[src/rtl/dmem_ctrl_pkg.sv]
// dmem_ctrl_pkg: shared width defaults and FSM encodings for dmem_ctrl.
// ADDR_W_DEF matches the ALU's 7-bit word address. Defining DMEM_WBUF_EN adds the S_DRAIN encoding.
package dmem_ctrl_pkg;
  localparam int ADDR_W_DEF = 7;
  localparam int DATA_W_DEF = 32;
  localparam int CNT_W_DEF = 16;
  localparam logic [1:0] S_IDLE = 2'd0;
  localparam logic [1:0] S_REQ = 2'd1;
  localparam logic [1:0] S_DONE = 2'd2;
`ifdef DMEM_WBUF_EN
  localparam logic [1:0] S_DRAIN = 2'd3;
`endif
endpackage

[src/rtl/dmem_ctrl_wbuf.sv]
// dmem_wbuf: one-entry posted write buffer for dmem_ctrl (used only when DMEM_WBUF_EN is defined).
// Ports: push/push_addr/push_data load the entry; lookup/hit compare an address against a valid entry;
// ack retires the entry; valid/addr/data expose the entry so it can drain to memory.
module dmem_wbuf
  import dmem_ctrl_pkg::*;
#(
  parameter int ADDR_W = ADDR_W_DEF,
  parameter int DATA_W = DATA_W_DEF
) (
  input  logic              clk,
  input  logic              rst,
  input  logic              push,
  input  logic [ADDR_W-1:0] push_addr,
  input  logic [DATA_W-1:0] push_data,
  input  logic [ADDR_W-1:0] lookup,
  input  logic              ack,
  output logic              valid,
  output logic              hit,
  output logic [ADDR_W-1:0] addr,
  output logic [DATA_W-1:0] data
);
  always_ff @(posedge clk)
    if (rst) begin
      valid <= 1'b0;
      addr <= '0;
      data <= '0;
    end else if (push) begin
      valid <= 1'b1;
      addr <= push_addr;
      data <= push_data;
    end else if (ack) begin
      valid <= 1'b0;
    end
  assign hit = valid && lookup == addr;
endmodule

[src/rtl/dmem_ctrl.sv]
// dmem_ctrl: data-memory access controller between the ALU and an external req/ack memory.
// Ports: cpu_rd_i/cpu_wr_i/cpu_addr_i/cpu_wdata_i from the core, cpu_rdata_o load data and
// cpu_stall_o (holds PC, blocks RF write); mem_req_o/mem_we_o/mem_addr_o/mem_wdata_o and
// mem_ack_i/mem_rdata_i to memory; stall_cnt_o saturating stalled-cycle count.
// Define DMEM_WBUF_EN for a one-entry posted write buffer with load forwarding.
module dmem_ctrl
  import dmem_ctrl_pkg::*;
#(
  parameter int ADDR_W = ADDR_W_DEF,
  parameter int DATA_W = DATA_W_DEF,
  parameter int CNT_W = CNT_W_DEF
) (
  input  logic              clk,
  input  logic              rst,
  input  logic              cpu_rd_i,
  input  logic              cpu_wr_i,
  input  logic [ADDR_W-1:0] cpu_addr_i,
  input  logic [DATA_W-1:0] cpu_wdata_i,
  output logic [DATA_W-1:0] cpu_rdata_o,
  output logic              cpu_stall_o,
  output logic              mem_req_o,
  output logic              mem_we_o,
  output logic [ADDR_W-1:0] mem_addr_o,
  output logic [DATA_W-1:0] mem_wdata_o,
  input  logic              mem_ack_i,
  input  logic [DATA_W-1:0] mem_rdata_i,
  output logic [CNT_W-1:0]  stall_cnt_o
);
  logic [1:0] state, state_next;
  logic [ADDR_W-1:0] lat_addr;
  logic [DATA_W-1:0] lat_wdata;
  logic lat_we, access, cap;
  logic [DATA_W-1:0] cap_data;
  assign access = cpu_rd_i | cpu_wr_i;
`ifdef DMEM_WBUF_EN
  logic bvalid, hit, post, fwd;
  logic [ADDR_W-1:0] baddr;
  logic [DATA_W-1:0] bdata;
  // a store is posted only into an empty buffer; a pure load hitting the buffer is forwarded
  assign post = cpu_wr_i & ~bvalid;
  assign fwd = cpu_rd_i & ~cpu_wr_i & hit;
  dmem_wbuf #(.ADDR_W(ADDR_W), .DATA_W(DATA_W)) u_wbuf (
    .clk(clk),
    .rst(rst),
    .push(state == S_IDLE && post),
    .push_addr(cpu_addr_i),
    .push_data(cpu_wdata_i),
    .lookup(cpu_addr_i),
    .ack(mem_ack_i),
    .valid(bvalid),
    .hit(hit),
    .addr(baddr),
    .data(bdata)
  );
  assign cpu_stall_o = (state == S_IDLE && access && !post) || state == S_REQ || state == S_DRAIN;
  // DRAIN waits for the buffer to empty, then one idle memory cycle before our own REQ
  always_comb
    state_next = state == S_IDLE ? (!access || post ? S_IDLE : fwd ? S_DONE : bvalid ? S_DRAIN : S_REQ) :
                 state == S_REQ ? (mem_ack_i ? S_DONE : S_REQ) :
                 state == S_DRAIN ? (bvalid ? S_DRAIN : S_REQ) : S_IDLE;
  // the buffer owns the memory port while valid; the FSM only issues REQ once it is empty
  assign mem_req_o = bvalid || state == S_REQ;
  assign mem_we_o = bvalid || lat_we;
  assign mem_addr_o = bvalid ? baddr : lat_addr;
  assign mem_wdata_o = bvalid ? bdata : lat_wdata;
  assign cap = (state == S_REQ && mem_ack_i && !lat_we) || (state == S_IDLE && fwd);
  assign cap_data = state == S_REQ ? mem_rdata_i : bdata;
`else
  assign cpu_stall_o = (state == S_IDLE && access) || state == S_REQ;
  always_comb
    state_next = state == S_IDLE ? (access ? S_REQ : S_IDLE) :
                 state == S_REQ ? (mem_ack_i ? S_DONE : S_REQ) : S_IDLE;
  assign mem_req_o = state == S_REQ;
  assign mem_we_o = lat_we;
  assign mem_addr_o = lat_addr;
  assign mem_wdata_o = lat_wdata;
  assign cap = state == S_REQ && mem_ack_i && !lat_we;
  assign cap_data = mem_rdata_i;
`endif
  always_ff @(posedge clk)
    if (rst) begin
      state <= S_IDLE;
      lat_addr <= '0;
      lat_wdata <= '0;
      lat_we <= 1'b0;
      cpu_rdata_o <= '0;
      stall_cnt_o <= '0;
    end else begin
      state <= state_next;
      if (state == S_IDLE && access) begin
        lat_addr <= cpu_addr_i;
        lat_wdata <= cpu_wdata_i;
        lat_we <= cpu_wr_i;
      end
      if (cap) cpu_rdata_o <= cap_data;
      if (cpu_stall_o && stall_cnt_o != '1) stall_cnt_o <= stall_cnt_o + CNT_W'(1);
    end
endmodule
[config.mk]
export PLATFORM = sky130hd
export DESIGN_NAME = dmem_ctrl
export DESIGN_NICKNAME = d
export VERILOG_FILES = /design/src/rtl/dmem_ctrl_pkg.sv /design/src/rtl/dmem_ctrl_wbuf.sv /design/src/rtl/dmem_ctrl.sv
export SDC_FILE = /design/constraint.sdc
export NUM_CORES = 1
export LEC_CHECK = 0
export CORE_MARGIN = 2
export CORE_UTILIZATION = 41
export DETAILED_ROUTE_END_ITERATION = 10
export PLACE_DENSITY = 0.83
export SYNTH_ARGS = -nofsm -noshare
export SYNTH_HDL_FRONTEND = slang
export SYNTH_HIERARCHICAL = 1
export SYNTH_SLANG_ARGS = --single-unit
[constraint.sdc]
create_clock -name clk -period 1.9 [get_ports clk]
set_input_delay 0.38 -clock clk [delete_from_list [all_inputs] [get_ports clk]]
set_output_delay 0.38 -clock clk [all_outputs]
set_load 0.02 [all_outputs]
Word level (Yosys, flattened, before mapping)
Index checks and enable logic that the tools add are counted.
{"block": "word_totals", "ff_bits": 90, "latchBits": 0, "ram_bits": 0, "mem_bits_ro": 0, "inputBits": 76, "out_inout_bits": 90, "elab_cells": 21, "memories": 0}
{"block": "op_classes", "addsub": 1, "mul": 0, "div": 0, "order_cmp": 0, "eq_ne": 2, "shifts": 0, "mux": 4, "bitwise": 1, "n_reduce_logical": 7}
{"op": "16-bit by 1-bit adder with 16-bit output, second input constant", "count": 1}
{"op": "16-bit != test, second input constant", "count": 1}
{"op": "2-bit 2-to-1 mux", "count": 3}
{"op": "1-bit logical AND", "count": 4}
{"op": "2-bit by 1-bit == test with 1-bit output, second input constant", "count": 1}
{"op": "2-bit logical NOT", "count": 1}
{"op": "1-bit logical NOT", "count": 1}
{"op": "1-bit logical OR", "count": 1}
{"op": "1-bit 2-to-1 mux", "count": 1}
{"op": "1-bit OR", "count": 1}

Depth between registers and ports, before layout
{"block": "depth", "ltp_word": 4, "mapped_depth": 6, "depth_no_buf": 5}

Least setup slack after synthesis
OpenSTA, ideal clock, no wires.
{"block": "synth_timing", "kind": "flip-flop to flip-flop", "startpoint": "reg stall_cnt_o[0]", "endpoint": "reg stall_cnt_o[14]", "setup_time_ns": 0.121, "t_arrival_ns": 1.736, "required_time_ns": 1.779, "slack_ns": 0.043, "stages_incl_launch_ff": 6, "n_path_buf": 0, "synth_period_minus_slack_ns": 1.857, "cell_sequence": "dfxtp_1 ha_1 nor2b_1 nand4_1 nor4_1 mux2_2"}
{"block": "synth_via", "elab_chain_cells": 2, "word_cells_on_any_way": 3, "cone_classes": "add/sub (1); eq/ne (1); reduce/logical (1)"}
{"item": "from (decl)", "line_no": "dmem_ctrl.sv:27", "source": "output logic [CNT_W-1:0] stall_cnt_o"}
{"item": "from (signal assigned)", "line_no": "dmem_ctrl.sv:96", "source": "if (cpu_stall_o && stall_cnt_o != '1) stall_cnt_o <= stall_cnt_o + CNT_W'(1);"}
{"item": "parallel branches: the longest is 2 deep, another holds 16-bit by 1-bit adder with 16-bit output"}
Several ways; the timed one is not identified.
A chain may end at the register's enable or synchronous reset.

Worst setup path after layout
{"block": "layout_timing", "startpoint": "in cpu_rd_i", "endpoint": "out cpu_stall_o"}
{"block": "layout_via", "elab_chain_cells": 3}
{"item": "from (decl)", "line_no": "dmem_ctrl.sv:15", "source": "input logic cpu_rd_i,"}
{"item": "1-bit OR", "line_no": "dmem_ctrl.sv:34", "source": "assign access = cpu_rd_i | cpu_wr_i;"}
{"item": "1-bit logical AND", "line_no": "dmem_ctrl.sv:69", "source": "assign cpu_stall_o = (state == S_IDLE && access) || state == S_REQ;"}
{"item": "1-bit logical OR", "line_no": "dmem_ctrl.sv:69"}
{"item": "to (decl)", "line_no": "dmem_ctrl.sv:20", "source": "output logic cpu_stall_o,"}
No other way between the ends.

==> metrics list <==
* Status: finished clean
- Of the total power, registers draw 0.484.
* Final setup violating endpoints: 0
* Data arrival time of the worst path: 1500 ps
- For the final database, setup skew stands at 13.3 ps.
* PwrDens: 767 nW/um^2
- The share of the Yosys chip area taken by registers is 0.519.
- Of the cells placed in the final design, the portion with a size suffix greater than 1 is 0.0900.
- Wires add up to 9.59 mm.
* Switching Share: 0.281
- Measured on the finished design, the core utilization comes to 0.673.
* Static power due to leakage: 2.12 nW
* Ant. Diodes: 0
- The worst register-to-register path begins at stall_cnt_o[0]$_SDFFE_PP0P_.
- Highest clock frequency the design can meet: 0.531 GHz
* Number of vias in the routed layout: 3516
- Vias per std cell: ~5.0
- TritonCTS built the clock tree.
- Post-Synthesis Net Count: 507
- Counting both buffers and inverters, the worst setup path holds a total of 2.
- Power comes to 4.24 mW.
- Synthesis inferred 90 register bits.
- Counting every instance in the synthesized netlist gives 430.
- After clock tree synthesis, the setup repair step added 0 buffers.
- Tracing the worst setup path back leads to its startpoint at cpu_rd_i.
* Total Negative Setup Slacks: 0 ps
- The worst register-to-register path has a setup slack of 100 ps.
- After the first detailed-routing iteration, the DRC count stood at approximately 110.
- Kind of launch point of the worst setup path: input port
- Worst slew slack as a fraction of its limit: 0.604
- After floorplanning, the core was divided into 33 placement rows.
- Of all nets on the critical path, the largest fanout is 2.
- The number of hold violations in the final report came to 0.
* Die Span Y: around 96 microns
- Count of input and output buffers: 165
* Worst min-delay path startpoint: mem_wdata_o[7]$_SDFFE_PP0P_
- The worst setup path is of the in2out kind.
* Critical Path RT: 1520 ps
* Total standard cell area after synthesis: 3470 sq um
- Cell area after layout: around 5500 sq um
- The path class of the tightest hold or removal check is reg2reg.
* Width of the chip: roughly 96 microns
- Hpwl dp: 6.95 mm
- Wire length of the first global-routing pass: about 15 mm
* Mean cell area of the mapped netlist: 8.07 sq um
* Hold Worst Slack: 457 ps
- RSZ-0062 raised after global routing: yes
- The analysis attributes to net switching a power of 1.19 mW.
* Number of distinct library cells after synthesis: slightly above 40
- For this run, the detailed router's first-pass iteration total came to 5.
- The number of antenna violations at the first check in global routing was 0.
* Largest net degree at the start of global routing: 50
- Final net count: approximately 670
- Fin. max-slew vios: 0
* I/O pin total: between 150 and 200
- Of the available clock period, the critical path in the final layout requires 0.991.
- Maximum level of the CTS H-tree: 3
- The placed instances occupy a cell area of 5330 sq um.
* Finished Layout Cells: just over 700
* Part of the power in combinational logic: 0.204
- Across the VDD grid, the largest voltage drop is between 0.4 and 0.5 mV.
- Clock share of power: 0.312
- Clk Latency, worst-skew pair: ~360 ps
- Residual antenna-violating net count after detailed routing: 0
- The number of hold buffers added after CTS was 0.
- Count of maximum capacitance violations: 0
- Counting tap cells, the placed design contains a total of between 600 and 700 instances.
- The core region is 8220 sq um.
- Slowest cell on the critical path: sky130_fd_sc_hd__clkdlybuf4s50_1
* Cell class contributing the biggest share of worst-path delay: buffers and inverters
- After clock tree synthesis, the clock-pin slew on the worst setup and hold paths is 80 ps.
- GRT Total Usage: 0.206
- Gpl congestion: between 0.8 and 0.9
- Internal: ~3.1 mW
* Overall die area: 9210 sq um
- Per-cell routed wire length: 13.6 microns
* Remaining Overflow, GRT: 0
- Total DRC errors in the routed layout: 0
* Clock root cell: sky130_fd_sc_hd__clkbuf_8
* Pre-CTS setup slack: -365 ps
- In this run the deepest clock path goes through 2 buffers.
- For this configuration, the core starts out at a cell density of 0.422.
* Measured slew at the worst slew-check pin: 595 ps
- Across all setup checks in the final design, the least slack found is 17.1 ps.
* Crit. End Element: output pin
- Shortest clock period the worst path allows after layout: 1880 ps
- TritonCTS buffer count: 9
* Via count of the first global-routing pass: 3359
- Cells traversed along the worst timing path: clkdlybuf4s50_1 -> or3_1 -> nor2b_1 -> buf_2
- The area growth from synthesis to layout is 59.5%.
- For this run, the slowest stage of the critical path takes 420 ps.
- Yosys warns: 6
* Clk sinks: 90
worst register-to-register path, cell delays in order, from the launching register on:
cell and delay, ps:
sky130_fd_sc_hd__dfxtp_1 410, sky130_fd_sc_hd__ha_1 190, sky130_fd_sc_hd__nor2b_1 180, sky130_fd_sc_hd__nand4_1 140
sky130_fd_sc_hd__nor4_1 390, sky130_fd_sc_hd__mux2_2 380
flip-flops by register name, summed over array words and instances (netlist names):
| name | cells |
|---|---|
| state | 2 |
| stall_cnt_o | 16 |
| cpu_rdata_o | 32 |
| mem_we_o | 1 |
| mem_addr_o | 7 |
| mem_wdata_o | 32 |
worst paths after layout:
kind	cells after the start	to
min	2	mem_wdata_o[7]$_SDFFE_PP0P_
min reg2reg	2	mem_wdata_o[7]$_SDFFE_PP0P_
max reg2reg	5	stall_cnt_o[14]$_SDFFE_PP0P_
max	4	cpu_stall_o
layout make-up:
type | instances | area [sq um]
clock buffer | 9 | 124
clock inverter | 7 | 75.1
fill | 679 | 2680
inverter | 2 | 7.51
multi-input combinational | 311 | 1570
sequential | 90 | 1800
tap | 105 | 131
timing repair buffer | 181 | 1820
routing by layer:
layer	track usage	vias up	wire, microns	part of all wire
met5	0	-	0	0
met4	0.0810	0	143	0.015
met3	0.0767	15	872	0.091
met2	0.355	126	4590	0.48
met1	0.231	1610	3990	0.42
li1	-	1765	-	-
power by group through the flow:
stage	Sequential, mW	Combinational, mW	Clock [mW]
2_1_floorplan	2.22	0.263	0
5_1_grt	2.07	0.938	1.44
4_1_cts	2.06	0.874	1.36
3_3_place_gp	2.09	0.858	0
3_5_place_dp	2.10	0.873	0
6_report	2.05	0.865	1.32
logic make-up (layout without fill, tap and decap cells):
kind of cell               Yosys count  in the layout  synth area share
adders and majority gates            1              1           0.00361
buffers and inverters               29            199            0.0325
and+or+nand+nor                    207            207             0.270
muxes                                7              7            0.0245
DFF                                 90             90             0.519
AOI/OAI and AO/OA                   96             96             0.150
cell usage in the layout, fill, tap and decap left out, types with 3 or more instances in the layout:
cell / instances
sky130_fd_sc_hd__o31ai_1: 3
sky130_fd_sc_hd__dfxtp_1: 88
sky130_fd_sc_hd__nand3_1: 5
sky130_fd_sc_hd__dlymetal6s2s_1: 5
sky130_fd_sc_hd__clkbuf_8: 9
sky130_fd_sc_hd__a21oi_1: 79
sky130_fd_sc_hd__nor3_1: 6
sky130_fd_sc_hd__or4_1: 3
sky130_fd_sc_hd__inv_6: 3
sky130_fd_sc_hd__clkdlybuf4s50_1: 156
sky130_fd_sc_hd__nand2_1: 151
sky130_fd_sc_hd__buf_12: 4
sky130_fd_sc_hd__o21ai_0: 3
sky130_fd_sc_hd__nand2b_1: 4
sky130_fd_sc_hd__mux2_2: 4
sky130_fd_sc_hd__buf_4: 12
sky130_fd_sc_hd__nor2b_1: 9
sky130_fd_sc_hd__nor2_1: 11
what timing repair did:
| item | in CTS | in global routing |
|---|---|---|
| gates resized for setup | 8 | 6 |
| pin swaps | 0 | 1 |
| endpoints found under the setup margin | 5 | 7 |
Yosys cell counts, drive strengths merged:
library cell  count  area share
nand3b            1      0.0022
and4              3      0.0079
buf              10       0.012
o31ai             3      0.0065
a311oi            1      0.0025
nand2b            4      0.0072
a31oi             2      0.0036
clkbuf           17       0.018
o21ai             4      0.0058
a22oi             1      0.0022
nand2           151        0.16
mux2              6       0.022
ha                1      0.0036
or4               3      0.0065
nor3              6      0.0087
a211oi            1      0.0022
a41oi             1      0.0025
o31a              1      0.0029
nand3             5      0.0072
nor2b             9       0.016
mux2i             1      0.0029
and2              1      0.0018
o21a              1      0.0022
dfxtp            90        0.52
a21boi            1      0.0032
a21oi            80        0.12
inv               2      0.0022
or2               1      0.0018
or3               3      0.0058
nand4             4       0.016
nor2             12       0.013
and3b             1      0.0025
nor4              3      0.0097
Power figures use the tool's default switching activity.
